File: src/rtl/i2c_dyna_cmd_arb_if.sv
// Client-side and FIFO-side signal bundle for the dynamic-mode command arbiter.
// The arbiter connects through the slave modport; the clients and FIFOs through the master modport.
interface i2c_dyna_cmd_arb_if #(
    parameter int NREQ = 2,
    parameter int IDW  = 3
);
    logic                 cr_en;
    logic [NREQ-1:0]      req_valid;
    logic [NREQ-1:0]      req_ready;
    logic [7*NREQ-1:0]    req_addr;
    logic [NREQ-1:0]      req_rw;
    logic [8*NREQ-1:0]    req_len;
    logic [NREQ-1:0]      wr_valid;
    logic [NREQ-1:0]      wr_ready;
    logic [8*NREQ-1:0]    wr_data;
    logic [NREQ-1:0]      done;
    logic [NREQ-1:0]      err;
    logic                 busy;
    logic [IDW-1:0]       grant_id;
    logic                 tx_fifo_full;
    logic                 tx_fifo_wr;
    logic [9:0]           tx_fifo_din;
    logic                 rx_fifo_wr;

    modport master (
        output cr_en, req_valid, req_addr, req_rw, req_len, wr_valid, wr_data,
        output tx_fifo_full, rx_fifo_wr,
        input  req_ready, wr_ready, done, err, busy, grant_id, tx_fifo_wr, tx_fifo_din
    );

    modport slave (
        input  cr_en, req_valid, req_addr, req_rw, req_len, wr_valid, wr_data,
        input  tx_fifo_full, rx_fifo_wr,
        output req_ready, wr_ready, done, err, busy, grant_id, tx_fifo_wr, tx_fifo_din
    );
endinterface

File: src/rtl/i2c_dyna_cmd_arb.sv
// Round-robin command arbiter that serialises whole client transactions into
// 10-bit dynamic-mode TX FIFO words and holds ownership until read bytes arrive.
module i2c_dyna_cmd_arb #(
    parameter int NREQ = 2,
    parameter int IDW  = 3
) (
    input  logic                 clk,
    input  logic                 rst,
    i2c_dyna_cmd_arb_if.slave    bus
);

    typedef enum logic [2:0] {
        S_IDLE,
        S_START,
        S_DATA,
        S_COUNT,
        S_WAIT_RX,
        S_DONE
    } state_t;

    state_t         state_q, state_d;
    logic [IDW-1:0] grant_q, grant_d;
    logic [IDW-1:0] last_q, last_d;
    logic [6:0]     addr_q, addr_d;
    logic           rw_q, rw_d;
    logic [7:0]     len_q, len_d;
    logic [7:0]     cnt_q, cnt_d;

    logic           win_found;
    logic [IDW-1:0] win_idx;
    logic [6:0]     win_addr;
    logic           win_rw;
    logic [7:0]     win_len;

    logic           own_wvalid;
    logic [7:0]     own_wdata;

    logic           accept;
    logic           own_wr_rdy;
    logic           in_done;
    logic           fifo_wr;
    logic [9:0]     fifo_din;

    // Round robin: lowest requester above last_q wins, otherwise wrap to the lowest at or below it.
    always_comb begin
        logic           found_hi;
        logic           found_lo;
        logic [IDW-1:0] idx_hi;
        logic [IDW-1:0] idx_lo;
        found_hi = 1'b0;
        found_lo = 1'b0;
        idx_hi   = '0;
        idx_lo   = '0;
        for (int i = NREQ - 1; i >= 0; i--) begin
            if (bus.req_valid[i]) begin
                if (i > int'(last_q)) begin
                    found_hi = 1'b1;
                    idx_hi   = IDW'(i);
                end else begin
                    found_lo = 1'b1;
                    idx_lo   = IDW'(i);
                end
            end
        end
        win_found = found_hi | found_lo;
        win_idx   = found_hi ? idx_hi : idx_lo;
    end

    always_comb begin
        win_addr   = '0;
        win_rw     = 1'b0;
        win_len    = '0;
        own_wvalid = 1'b0;
        own_wdata  = '0;
        for (int i = 0; i < NREQ; i++) begin
            if (win_idx == IDW'(i)) begin
                win_addr = bus.req_addr[7*i +: 7];
                win_rw   = bus.req_rw[i];
                win_len  = bus.req_len[8*i +: 8];
            end
            if (grant_q == IDW'(i)) begin
                own_wvalid = bus.wr_valid[i];
                own_wdata  = bus.wr_data[8*i +: 8];
            end
        end
    end

    always_comb begin
        state_d    = state_q;
        grant_d    = grant_q;
        last_d     = last_q;
        addr_d     = addr_q;
        rw_d       = rw_q;
        len_d      = len_q;
        cnt_d      = cnt_q;
        accept     = 1'b0;
        own_wr_rdy = 1'b0;
        in_done    = 1'b0;
        fifo_wr    = 1'b0;
        fifo_din   = '0;

        case (state_q)
            S_IDLE: begin
                // Gating on rst keeps req_ready/busy at their reset values while reset is held.
                if (bus.cr_en && win_found && !rst) begin
                    accept  = 1'b1;
                    grant_d = win_idx;
                    addr_d  = win_addr;
                    rw_d    = win_rw;
                    len_d   = win_len;
                    cnt_d   = win_len;
                    state_d = (win_len == 8'd0) ? S_DONE : S_START;
                end
            end
            S_START: begin
                if (!bus.tx_fifo_full) begin
                    fifo_wr  = 1'b1;
                    fifo_din = {1'b0, 1'b1, addr_q, rw_q};
                    state_d  = rw_q ? S_COUNT : S_DATA;
                end
            end
            S_DATA: begin
                own_wr_rdy = !bus.tx_fifo_full;
                if (!bus.tx_fifo_full && own_wvalid && cnt_q != 8'd0) begin
                    fifo_wr  = 1'b1;
                    fifo_din = {(cnt_q == 8'd1), 1'b0, own_wdata};
                    cnt_d    = cnt_q - 8'd1;
                    if (cnt_q == 8'd1) begin
                        state_d = S_DONE;
                    end
                end
            end
            S_COUNT: begin
                if (!bus.tx_fifo_full) begin
                    fifo_wr  = 1'b1;
                    fifo_din = {1'b1, 1'b0, len_q};
                    cnt_d    = len_q;
                    state_d  = S_WAIT_RX;
                end
            end
            S_WAIT_RX: begin
                if (bus.rx_fifo_wr && cnt_q != 8'd0) begin
                    cnt_d = cnt_q - 8'd1;
                    if (cnt_q == 8'd1) begin
                        state_d = S_DONE;
                    end
                end
            end
            S_DONE: begin
                in_done = 1'b1;
                last_d  = grant_q;
                state_d = S_IDLE;
            end
            default: begin
                state_d = S_IDLE;
            end
        endcase
    end

    always_ff @(posedge clk or posedge rst) begin
        if (rst) begin
            state_q <= S_IDLE;
            grant_q <= '0;
            last_q  <= IDW'(NREQ - 1);
            addr_q  <= '0;
            rw_q    <= 1'b0;
            len_q   <= '0;
            cnt_q   <= '0;
        end else begin
            state_q <= state_d;
            grant_q <= grant_d;
            last_q  <= last_d;
            addr_q  <= addr_d;
            rw_q    <= rw_d;
            len_q   <= len_d;
            cnt_q   <= cnt_d;
        end
    end

    always_comb begin
        bus.req_ready = '0;
        bus.wr_ready  = '0;
        bus.done      = '0;
        bus.err       = '0;
        for (int i = 0; i < NREQ; i++) begin
            if (accept && win_idx == IDW'(i)) begin
                bus.req_ready[i] = 1'b1;
            end
            if (grant_q == IDW'(i)) begin
                bus.wr_ready[i] = own_wr_rdy;
                bus.done[i]     = in_done;
                bus.err[i]      = in_done && (len_q == 8'd0);
            end
        end
    end

    assign bus.busy        = accept || (state_q != S_IDLE);
    assign bus.grant_id    = grant_q;
    assign bus.tx_fifo_wr  = fifo_wr;
    assign bus.tx_fifo_din = fifo_din;

endmodule

File: src/flat_wrapper.sv
// flat-port wrapper written by rule: the top's interface ports become plain ports
module i2c_dyna_cmd_arb_flat 
#(
    parameter int NREQ = 2,
    parameter int IDW  = 3
)
  (clk, rst, bus_cr_en, bus_req_valid, bus_req_addr, bus_req_rw, bus_req_len, bus_wr_valid, bus_wr_data, bus_tx_fifo_full, bus_rx_fifo_wr, bus_req_ready, bus_wr_ready, bus_done, bus_err, bus_busy, bus_grant_id, bus_tx_fifo_wr, bus_tx_fifo_din);
  i2c_dyna_cmd_arb_if #(.NREQ(NREQ), .IDW(IDW)) bus_i ();
  input  logic clk;
  input  logic rst;
  input wire logic [$bits(bus_i.cr_en)-1:0] bus_cr_en;
  input wire logic [$bits(bus_i.req_valid)-1:0] bus_req_valid;
  input wire logic [$bits(bus_i.req_addr)-1:0] bus_req_addr;
  input wire logic [$bits(bus_i.req_rw)-1:0] bus_req_rw;
  input wire logic [$bits(bus_i.req_len)-1:0] bus_req_len;
  input wire logic [$bits(bus_i.wr_valid)-1:0] bus_wr_valid;
  input wire logic [$bits(bus_i.wr_data)-1:0] bus_wr_data;
  input wire logic [$bits(bus_i.tx_fifo_full)-1:0] bus_tx_fifo_full;
  input wire logic [$bits(bus_i.rx_fifo_wr)-1:0] bus_rx_fifo_wr;
  output wire logic [$bits(bus_i.req_ready)-1:0] bus_req_ready;
  output wire logic [$bits(bus_i.wr_ready)-1:0] bus_wr_ready;
  output wire logic [$bits(bus_i.done)-1:0] bus_done;
  output wire logic [$bits(bus_i.err)-1:0] bus_err;
  output wire logic [$bits(bus_i.busy)-1:0] bus_busy;
  output wire logic [$bits(bus_i.grant_id)-1:0] bus_grant_id;
  output wire logic [$bits(bus_i.tx_fifo_wr)-1:0] bus_tx_fifo_wr;
  output wire logic [$bits(bus_i.tx_fifo_din)-1:0] bus_tx_fifo_din;
  assign bus_i.cr_en = bus_cr_en;
  assign bus_i.req_valid = bus_req_valid;
  assign bus_i.req_addr = bus_req_addr;
  assign bus_i.req_rw = bus_req_rw;
  assign bus_i.req_len = bus_req_len;
  assign bus_i.wr_valid = bus_wr_valid;
  assign bus_i.wr_data = bus_wr_data;
  assign bus_i.tx_fifo_full = bus_tx_fifo_full;
  assign bus_i.rx_fifo_wr = bus_rx_fifo_wr;
  assign bus_req_ready = bus_i.req_ready;
  assign bus_wr_ready = bus_i.wr_ready;
  assign bus_done = bus_i.done;
  assign bus_err = bus_i.err;
  assign bus_busy = bus_i.busy;
  assign bus_grant_id = bus_i.grant_id;
  assign bus_tx_fifo_wr = bus_i.tx_fifo_wr;
  assign bus_tx_fifo_din = bus_i.tx_fifo_din;
  i2c_dyna_cmd_arb #(.NREQ(NREQ), .IDW(IDW)) u_core (.clk(clk), .rst(rst), .bus(bus_i));
endmodule
File: config.mk
export PLATFORM = sky130hd
export DESIGN_NAME = i2c_dyna_cmd_arb_flat
export DESIGN_NICKNAME = d
export VERILOG_FILES = /design/src/rtl/i2c_dyna_cmd_arb_if.sv /design/src/rtl/i2c_dyna_cmd_arb.sv /design/src/flat_wrapper.sv
export SDC_FILE = /design/constraint.sdc
export NUM_CORES = 1
export LEC_CHECK = 0
export CAP_MARGIN = 15
export CORE_MARGIN = 8
export CORE_UTILIZATION = 49
export DETAILED_ROUTE_END_ITERATION = 10
export GPL_TIMING_DRIVEN = 0
export PLACE_DENSITY = 0.87
export SYNTH_ARGS = -nofsm -noshare
export SYNTH_HDL_FRONTEND = slang
export SYNTH_SLANG_ARGS = --single-unit
File: constraint.sdc
create_clock -name clk -period 4.4 [get_ports clk]
set_clock_uncertainty 0.2 [all_clocks]
set_input_delay 0.88 -clock clk [delete_from_list [all_inputs] [get_ports clk]]
set_output_delay 0.88 -clock clk [all_outputs]
set_load 0.03 [all_outputs]
==> qor.csv <==
stage;metric;value;unit
status;status;finished, final reports clean;
cts;cts-root-buf;clkbuf_8;
setup_path;crit_path_start_kind;input pin;
flow_run;drv_cap;0;
setup_path;cpMostUsedCell;clkdlybuf4s50_1;
sta;finalSetupViolCount;0;
synth;synth_seq_area_share;32.8;%
power;power_density;624;nW/um2
cts;clock_latency;290;ps
setup_path;end_kind;output port;
route;vias_per_cell;6.33;
cts;clkTransAtPathRegs;60;ps
setup_path;required;3320;ps
power;p_leak;1.27;nW
global_routing;antenna_found_initial;0;
route;final_antenna_net_count;0;
sta;worst_hold_slack;271;ps
setup_path;cp_max_fo;19;
floorplan;dieArea;6930;um2
cts;ctsLongestPathBuffers;2;
route;routed_wl;7700;um
synth;synth-edff-count;0;
floorplan;start_util;50.9;%
placement;io_buffers;76;
synth;yosys_warnings;0;
global_routing;first_global_vias;2589;
power;total_power;1.97;mW
power;vdd_drop_max;314;uV
synth;synth_cell_type_count;48;
cts;cts.sinks;29;
floorplan;core_area;4350;um2
placement;hpwl;5960;um
placement;place_area;3040;um2
route;drt_iter0_markers;256;
sta;hold_viol_final;0;
finish;fin_area;3160;um2
global_routing;grt_max_degree;30;
cts;ctsHoldBuffers;0;
floorplan;io_pins;80;
worst_hold_path;hold_class;register to register;
sta;slew_viol_final;0;
cts;cts_made_buffers;5;
setup_path;cp_slowest_stage_delay;680;ps
route;dr.pass1.iters;6;
floorplan;die_h;83.2;um
route;vias;2546;
placement;dp.cells;393;
synth;syn_area;2210;um2
setup_path;ff2ff_setup_slack;1690;ps
route;routedWlPerCell;19.1;um
setup_path;crit_family;buffers and inverters;
finish;drive_above_1_share;8.86;%
setup_path;arrival;3190;ps
finish;fillers;335;
setup_path;cp_cell_sequence;clkdlybuf4s50_1, a21boi_1, buf_2, and2_1, clkdlybuf4s50_1;
route;route.detailed.drc;0;
sta;rsz0062_at_grt;no;
setup_path;path_buf_inv;3;
finish;syn_to_final_growth;42.7;%
sta;fin_crit_sh;97.0;%
setup_path;crit_path_top_delay_cell;clkdlybuf4s50_1;
sta;layout_min_cycle_time;4270;ps
synth;synth_ff_type;dfrtp_1;
sta;max_freq;234;MHz
synth;synth-seq-cells;29;
floorplan;die_w;83.2;um
finish;diodes;0;
finish;final_net_count;409;
global_routing;grt_pass1_wl;12600;um
synth;avgSynthCellArea;8.39;um2
sta;tightestPinTransition;641;ps
sta;worst_slew_margin_rel;57.2;%
setup_path;path_class;input pin to output port;
global_routing;grt.overflow.total;0;
finish;utilization;72.6;%
floorplan;num_rows;24;
synth;async_flop_share;100;%
global_routing;grt_use_total;21.8;%
finish;instances_no_fill;402;
cts;h-tree-depth;2;
synth;synth_cells;264;
placement;gp_congestion;0.902;
cts;cts_tree;done;
[synth_stat cells (all sizes together) (2+ instances only)]
cell / n / share of area (%)
nor3: 10 / 2.3
nand2: 10 / 1.7
nor3b: 2 / 0.68
inv: 6 / 1.0
nand3: 6 / 1.4
o221ai: 2 / 0.79
o21ai: 20 / 4.7
dfrtp: 28 / 32
o31ai: 7 / 2.4
mux2: 3 / 1.7
a221oi: 7 / 2.8
nor2b: 6 / 1.7
nor2: 39 / 6.6
mux2i: 26 / 12
nor4: 7 / 2.7
or3: 4 / 1.1
a22oi: 7 / 2.4
o22ai: 2 / 0.56
nand2b: 7 / 2.0
a21oi: 22 / 5.1
or3b: 2 / 0.79
ha: 3 / 1.7
a211oi: 2 / 0.68
buf: 12 / 3.2
o32ai: 2 / 0.79
clkbuf: 7 / 1.2
[worst paths after layout]
kind,startpoint,end,depth (start not counted)
worst max-delay path,bus_req_valid[1],bus_req_ready[1],5
worst min-delay path,u_core.last_q[0],u_core.last_q[0],2
worst max register to register,u_core.state_q[0],u_core.cnt_q[1],7
worst min register to register,u_core.last_q[0],u_core.last_q[0],2
max in group asynchronous,rst,u_core.last_q[0],3
min in group asynchronous,rst,u_core.cnt_q[2],2
[final cells by class]
type	count	area (um2)	share of cell area (%)
tap	52	65.1	2.06
clock buffer	6	72.6	2.30
buffer	18	93.8	2.97
clock inverter	2	10.0	0.317
sequential	29	727	23.0
timing repair buffer	78	796	25.2
multi-input combinational	211	1370	43.5
inverter	6	22.5	0.713
[worst min-delay path, cell delays in order (launching register included)]
cell and delay [ps]:
dfstp_2 370, nand2_1 50, nand2_1 50
[per-layer routing]
layer	routed length, um	track usage [%]	up-vias	part of all wire, %
met2	3750	35.4	148	49
li1	-	-	1149	-
met4	214	11.0	0	2.8
met5	0	0	-	0
met3	629	5.96	24	8.2
met1	3100	25.7	1225	40
[state kept, by name (all words and copies together), names as in the netlist]
signal / count
u_core.cnt_q: 8
u_core.len_q: 8
u_core.addr_q: 7
u_core.state_q: 3
u_core.bus.grant_id: 1
u_core.last_q: 1
u_core.rw_q: 1
[cell usage in the layout (no fill, tap or decap), types with 7 or more instances in the layout]
cell type,synthesis,routed
nor3_1,10,10
clkdlybuf4s50_1,0,76
clkbuf_1,7,8
nor2_1,39,39
a22oi_1,7,7
o31ai_1,7,7
a21oi_1,21,21
dfrtp_1,28,28
nand2b_1,7,7
o21ai_0,19,19
mux2i_1,26,26
nand2_1,10,9
a221oi_1,7,7
[stage by stage]
step | setup slack, ps | setup TNS [ps]
floorplan | 854 | 0
global placement | -204 | -334
detailed placement | -253 | -912
CTS | 38.6 | 0
global route | 67.1 | 0
finish | 133 | 0
[timing repair]
action | 4_1_cts | 5_1_grt
resized for setup | 1 | 0
buffers inserted | 0 | 1
endpoints found under the setup margin | 11 | 8
pin swaps | 0 | 1
hold endpoints to repair | 0 | 0
[report_power, final]
group	internal, mW	switching, mW
clock network	0.109	0.107
registers	0.405	0.127
logic	0.507	0.718
[cell families after synthesis]
kind of cell,count (synthesis),synth area share [%]
and+or+nand+nor,98,22.4
AOI/OAI and AO/OA,79,24.1
muxes,29,13.4
DFF,29,32.8
buffers and inverters,25,5.42
adders and majority gates,3,1.70
other,1,0.169
(Power assumes the default switching activity.)
